### src/rtl/hex_display_scanner.sv
// Hex display driver: captures an N-digit value, decodes it to a registered static 7-seg bus and a
// time-multiplexed scan bus (guard cycle per slot), with optional leading-zero blanking and blink.
// Latency: Load edge k -> Seg_all/Seg after edge k+1. No backpressure; all outputs are free-running.
module hex_display_scanner #(
    parameter int NUM_DIGITS = 4,
    parameter int SCAN_DIV   = 1024,
    parameter int BLINK_DIV  = 2**22
) (
    input  logic                      Clk,
    input  logic                      Rst,
    input  logic [4*NUM_DIGITS-1:0]   Value,
    input  logic                      Load,
    input  logic                      Blank_lz,
    input  logic                      Blink_en,
    output logic [7*NUM_DIGITS-1:0]   Seg_all,
    output logic [6:0]                Seg,
    output logic [NUM_DIGITS-1:0]     Dig_sel
);

    localparam int SCW = (SCAN_DIV > 1) ? $clog2(SCAN_DIV) : 1;
    localparam int BCW = (BLINK_DIV > 1) ? $clog2(BLINK_DIV) : 1;
    localparam int IW  = (NUM_DIGITS > 1) ? $clog2(NUM_DIGITS) : 1;

    localparam logic [SCW-1:0] SCAN_LAST  = SCW'(SCAN_DIV - 1);
    localparam logic [BCW-1:0] BLINK_LAST = BCW'(BLINK_DIV - 1);
    localparam logic [IW-1:0]  IDX_LAST   = IW'(NUM_DIGITS - 1);

    localparam logic [6:0] BLANK = 7'h7F;

    function automatic logic [6:0] glyph(input logic [3:0] d);
        logic [6:0] g;
        case (d)
            4'h0: g = 7'h40;
            4'h1: g = 7'h79;
            4'h2: g = 7'h24;
            4'h3: g = 7'h30;
            4'h4: g = 7'h19;
            4'h5: g = 7'h12;
            4'h6: g = 7'h02;
            4'h7: g = 7'h78;
            4'h8: g = 7'h00;
            4'h9: g = 7'h10;
            4'hA: g = 7'h08;
            4'hB: g = 7'h03;
            4'hC: g = 7'h46;
            4'hD: g = 7'h21;
            4'hE: g = 7'h06;
            default: g = 7'h0E;
        endcase
        return g;
    endfunction

    logic [4*NUM_DIGITS-1:0] cap_q;
    logic [SCW-1:0]          scan_cnt, scan_cnt_d;
    logic [IW-1:0]           idx, idx_d;
    logic [BCW-1:0]          blink_cnt, blink_cnt_d;
    logic                    hidden, hidden_d;
    logic [7*NUM_DIGITS-1:0] seg_all_d;
    logic [6:0]              seg_d;
    logic [NUM_DIGITS-1:0]   dig_d;
    logic                    all_zero;

    always_ff @(posedge Clk or negedge Rst) begin
        if (!Rst) begin
            cap_q     <= '0;
            scan_cnt  <= '0;
            idx       <= '0;
            blink_cnt <= '0;
            hidden    <= 1'b0;
            Seg_all   <= '1;
            Seg       <= BLANK;
            Dig_sel   <= '1;
        end else begin
            if (Load) begin
                cap_q <= Value;
            end
            scan_cnt  <= scan_cnt_d;
            idx       <= idx_d;
            blink_cnt <= blink_cnt_d;
            hidden    <= hidden_d;
            Seg_all   <= seg_all_d;
            Seg       <= seg_d;
            Dig_sel   <= dig_d;
        end
    end

    always_comb begin
        scan_cnt_d = scan_cnt + SCW'(1);
        idx_d      = idx;
        if (scan_cnt == SCAN_LAST) begin
            scan_cnt_d = '0;
            idx_d      = (idx == IDX_LAST) ? '0 : idx + IW'(1);
        end
    end

    always_comb begin
        blink_cnt_d = blink_cnt + BCW'(1);
        hidden_d    = hidden;
        if (!Blink_en) begin
            blink_cnt_d = '0;
            hidden_d    = 1'b0;
        end else if (blink_cnt == BLINK_LAST) begin
            blink_cnt_d = '0;
            hidden_d    = ~hidden;
        end
    end

    // Walk from the most significant digit down so all_zero covers digits N-1..i.
    always_comb begin
        seg_all_d = '1;
        all_zero  = 1'b1;
        for (int i = NUM_DIGITS - 1; i >= 0; i--) begin
            all_zero = all_zero && (cap_q[4*i +: 4] == 4'h0);
            if (hidden || (Blank_lz && all_zero && (i != 0))) begin
                seg_all_d[7*i +: 7] = BLANK;
            end else begin
                seg_all_d[7*i +: 7] = glyph(cap_q[4*i +: 4]);
            end
        end
    end

    // Scan outputs decode the post-edge slot so they line up with the new Seg_all.
    always_comb begin
        seg_d = BLANK;
        dig_d = '1;
        for (int i = 0; i < NUM_DIGITS; i++) begin
            if ((scan_cnt_d != '0) && (idx_d == IW'(i))) begin
                seg_d    = seg_all_d[7*i +: 7];
                dig_d[i] = 1'b0;
            end
        end
    end

endmodule

### config.mk
export PLATFORM = sky130hd
export DESIGN_NAME = hex_display_scanner
export DESIGN_NICKNAME = d
export VERILOG_FILES = /design/src/rtl/hex_display_scanner.sv
export SDC_FILE = /design/constraint.sdc
export NUM_CORES = 1
export LEC_CHECK = 0
export ABC_AREA = 1
export CORE_MARGIN = 10
export CORE_UTILIZATION = 56
export CTS_CLUSTER_SIZE = 24
export DETAILED_ROUTE_END_ITERATION = 7
export PLACE_DENSITY = 0.85
export SLEW_MARGIN = 20
export SYNTH_ARGS = -nofsm -noshare
export SYNTH_HDL_FRONTEND = slang
export SYNTH_SLANG_ARGS = --single-unit
export TNS_END_PERCENT = 100
### constraint.sdc
create_clock -name Clk -period 1.9 [get_ports Clk]
set_input_delay 0.38 -clock Clk [delete_from_list [all_inputs] [get_ports Clk]]
set_output_delay 0.38 -clock Clk [all_outputs]
set_load 0.05 [all_outputs]
==> parameters.txt <==
Parameter                              Value

Drt
  Via count ... 4261
  Post-route ant nets ... 0
  WL final ... 12500 microns
  Number of vias per cell ... 5.55
  Number of detailed-route iterations in the first pass ... 6
  Post-DR wirelength/cell ... 16.2 microns
  Drt first-iter violations ... 330
  Residual DRC count ... 0

STA
  Layout Skew ... 9.59 ps
  FMAX ... 0.512 GHz
  Post-route fraction of the period consumed by the critical path ... 1.03
  Final critical-path setup slack ... -53.8 ps
  Unrepaired setup endpoints after global routing ... true
  Tightest Pin Transition ... 825 ps
  Count of final hold-check violations ... 0
  Max Transition Viols Final ... 0
  Final critical-path required period ... 1950 ps
  Slew margin rel. ... 0.443
  Final setup fails ... 7

Floorplan
  Initial Utilization ... 0.584
  Number of placement rows ... 33
  Total Die Area ... 0.0128 sq mm
  I/O Pins ... 60
  Width of the die ... 113 microns
  Area of the core ... 0.00834 sq mm
  Floorplan die height ... 113 microns

Setup path
  Start of the worst register-to-register path ... scan_cnt[0]
  Kind of launch point of the worst setup path ... flop
  CP Max Fanout ... 7
  Crit path from ... scan_cnt[0]
  Critical path start-end classification ... reg -> reg
  Worst setup EP type ... flop
  Signal arrival time at the worst endpoint ... 2250 ps
  Required time of the critical path ... 2200 ps

Pwr
  Pwr per Cell Area ... 849 mW/mm^2
  IR Drop Worst-Case VDD ... 0.000616 V
  P_leak ... 2.81 nW
  Overall Power ... 5.20 mW

Clocking
  Clock insertion delay at the later pin of the skew report ... 370 ps
  Clock transition at path regs ... 90 ps
  TritonCTS clock tree ... done
  Max clock buf depth ... 2
  Clock tree root buffer cell ... clkbuf_8
  Clock Sink Count ... 90
  H-tree depth ... 3
  Inserted Clock Buffers ... 9

Synth
  Gate Count Post-Synth ... 569
  Number of flops mapped to enable cells by yosys ... 0
  Average footprint of a synthesized cell ... 8.56 sq um
  Predominant post-synthesis flop cell ... dfrtp_1
  Compound-gate portion of the synthesized area ... 0.0933
  Cell Area, Synth ... 0.00487 sq mm
  Post-Synth XOR/XNOR Area ... 0.0162
  Cell variety after synth ... 40
  Synth warnings ... 0
  Flops & latches, synth ... 90
  Number of nets in the synthesized netlist ... 615
  Area fraction in and, or, nand and nor cells after synthesis ... 0.287
  Post-synthesis async set-or-reset flop share ... 1.00
  Post-synthesis adder-cell area fraction ... 0.0643
  Main combinational cell family by area after synthesis ... simple AND/OR/NAND/NOR gates
  Multiplexer fraction of the synthesized cell area ... 0
  Sequential share of the synthesized area ... 0.473

Job
  Max-capacitance violation count ... 0

Placement
  Placement Setup Slack ... -35.0 ps
  Weighted congestion at the end of routability-driven global placement ... 0.994
  Detailed-placement wirelength estimate ... 8790 microns
  Number of input and output port buffers inserted ... 59

Cells and area
  Reg area ... 0.00230 sq mm
  Fraction of final layout cells sized beyond drive strength 1 ... 0.299
  Final Net Count ... 704
  Layout overhead on the synthesized area ... 25.9%
  Diodes inserted ... 0
  Fillers ... 577
  Area taken by multi-input logic gates ... 0.00247 sq mm

Global routing
  Leftover overflow at the end of global routing ... 0
  Via count of the first global-routing pass ... 3998
  Maximum number of pins on one net before global-route repair ... 33
  Antenna violations before repair ... 0
  Wire length of the first global-routing pass ... 19000 microns
  Aggregate global-route resource usage ... 0.178

Status
  Result of the run ... complete, but fails checks
  Failing checks ... setup timing

Min path
  Type of the tightest min-delay check ... in -> async
what timing repair did:
| item | in CTS | in global routing |
|---|---|---|
| endpoints found under the hold margin | 12 | 0 |
| gates resized for setup | 3 | 45 |
| pin swaps | 1 | 17 |
| hold buffers | 1 | 0 |
| setup endpoints to repair | 9 | 25 |
| setup buffers | 0 | 8 |
| cloned | 0 | 3 |
layout make-up:
type	count	share of cell area
clock inverters	7	0.0161
multi-input cells	398	0.403
well taps	105	0.0214
repair buffers	84	0.117
clock buffers	9	0.0202
flip-flops and latches	90	0.375
inverters	75	0.0463
sequential cells by signal, summed over array words and instances (netlist names):
name and flops:
idx 2, blink_cnt 22, Seg_all 28, Seg 7, Dig_sel 4, scan_cnt 10
cap_q 16, hidden 1
cell usage after synthesis, drive strengths merged (2+ instances only):
master | count | area [sq um]
nand2 | 120 | 489
nor2 | 78 | 338
inv | 71 | 269
nand3 | 64 | 413
dfrtp | 51 | 1280
dfstp | 39 | 1020
o21ai | 31 | 155
ha | 25 | 313
a21oi | 23 | 160
nor3 | 13 | 65.1
xor2 | 7 | 61.3
o211ai | 6 | 45.0
clkbuf | 5 | 18.8
nand4 | 5 | 31.3
nor3b | 5 | 37.5
buf | 4 | 20.0
clkinv | 4 | 15.0
o311ai | 3 | 26.3
a31oi | 2 | 12.5
o221ai | 2 | 17.5
or2 | 2 | 12.5
xnor2 | 2 | 17.5
where the power goes:
part | switching (mW) | leakage [nW] | internal [mW]
logic | 0.985 | 1.63 | 0.428
clock network | 0.738 | 0.111 | 0.753
registers | 0.114 | 1.08 | 2.19
total | 1.84 | 2.81 | 3.37
worst max-delay path, cell delays in order (launching register included):
cell and delay [ps]:
dfrtp_1 400, buf_4 120, buf_4 100, nand3_2 120
o21bai_1 300, nand3_2 100, nand2_1 110, nor2_4 60
nand3_4 130, nand2_8 90, inv_4 90, nand2_1 80
a21oi_2 180
cell families (layout without fill, tap and decap cells):
kind of cell | count (synthesis) | in the layout
AND/OR/NAND/NOR | 289 | 292
flip-flops | 90 | 90
adder cells (fa/ha/maj) | 25 | 25
AO/OA/AOI/OAI | 72 | 72
buffers and inverters | 84 | 175
XOR/XNOR | 9 | 9
stage by stage:
step,hold slack (ps),cell area (sq um),cells,TNS [ps],util
2_1_floorplan,84.4,4870,569,0,-
3_3_place_gp,352,5610,740,0,0.673
3_5_place_dp,357,5610,740,-104,0.673
4_1_cts,497,5850,757,0,0.701
5_1_grt,529,6130,768,-1160,0.735
6_report,503,6130,768,-224,0.735
routing by layer:
layer	up-vias	GRT usage	wire length (microns)
met1	1999	0.214	4980
met5	-	0	0
li1	2029	-	-
met2	194	0.311	6420
met4	0	0.0474	298
met3	39	0.0438	760
final timing paths:
kind	endpoint	cells after the start	slack [ps]
setup / recovery	Seg[1]	12	-50
hold / removal	cap_q[7]	2	500
setup reg to reg	Seg[1]	12	-50
hold reg to reg	scan_cnt[1]	1	560
max in group asynchronous	Seg_all[16]	3	830
min in group Clk	scan_cnt[1]	1	560
layout by cell type (no fill, tap or decap), types with 3 or more instances in the layout:
cell type	instances
inv_2	3
ha_1	23
nand4_1	5
clkdlybuf4s50_1	19
clkbuf_8	9
o211ai_1	6
a21oi_1	13
nor3b_1	5
nand3_4	5
a21oi_2	8
clkinv_1	4
buf_12	3
nand2_2	12
inv_6	3
nand3_2	15
nor2_1	62
inv_1	67
nor2_4	13
buf_4	61
nand2_4	5
dfstp_2	39
nand2_1	103
o21ai_0	30
xor2_1	7
nand3_1	46
nor3_1	10
dfrtp_1	51
nor2_2	3
No activity file was read; power rests on OpenSTA's default activity.
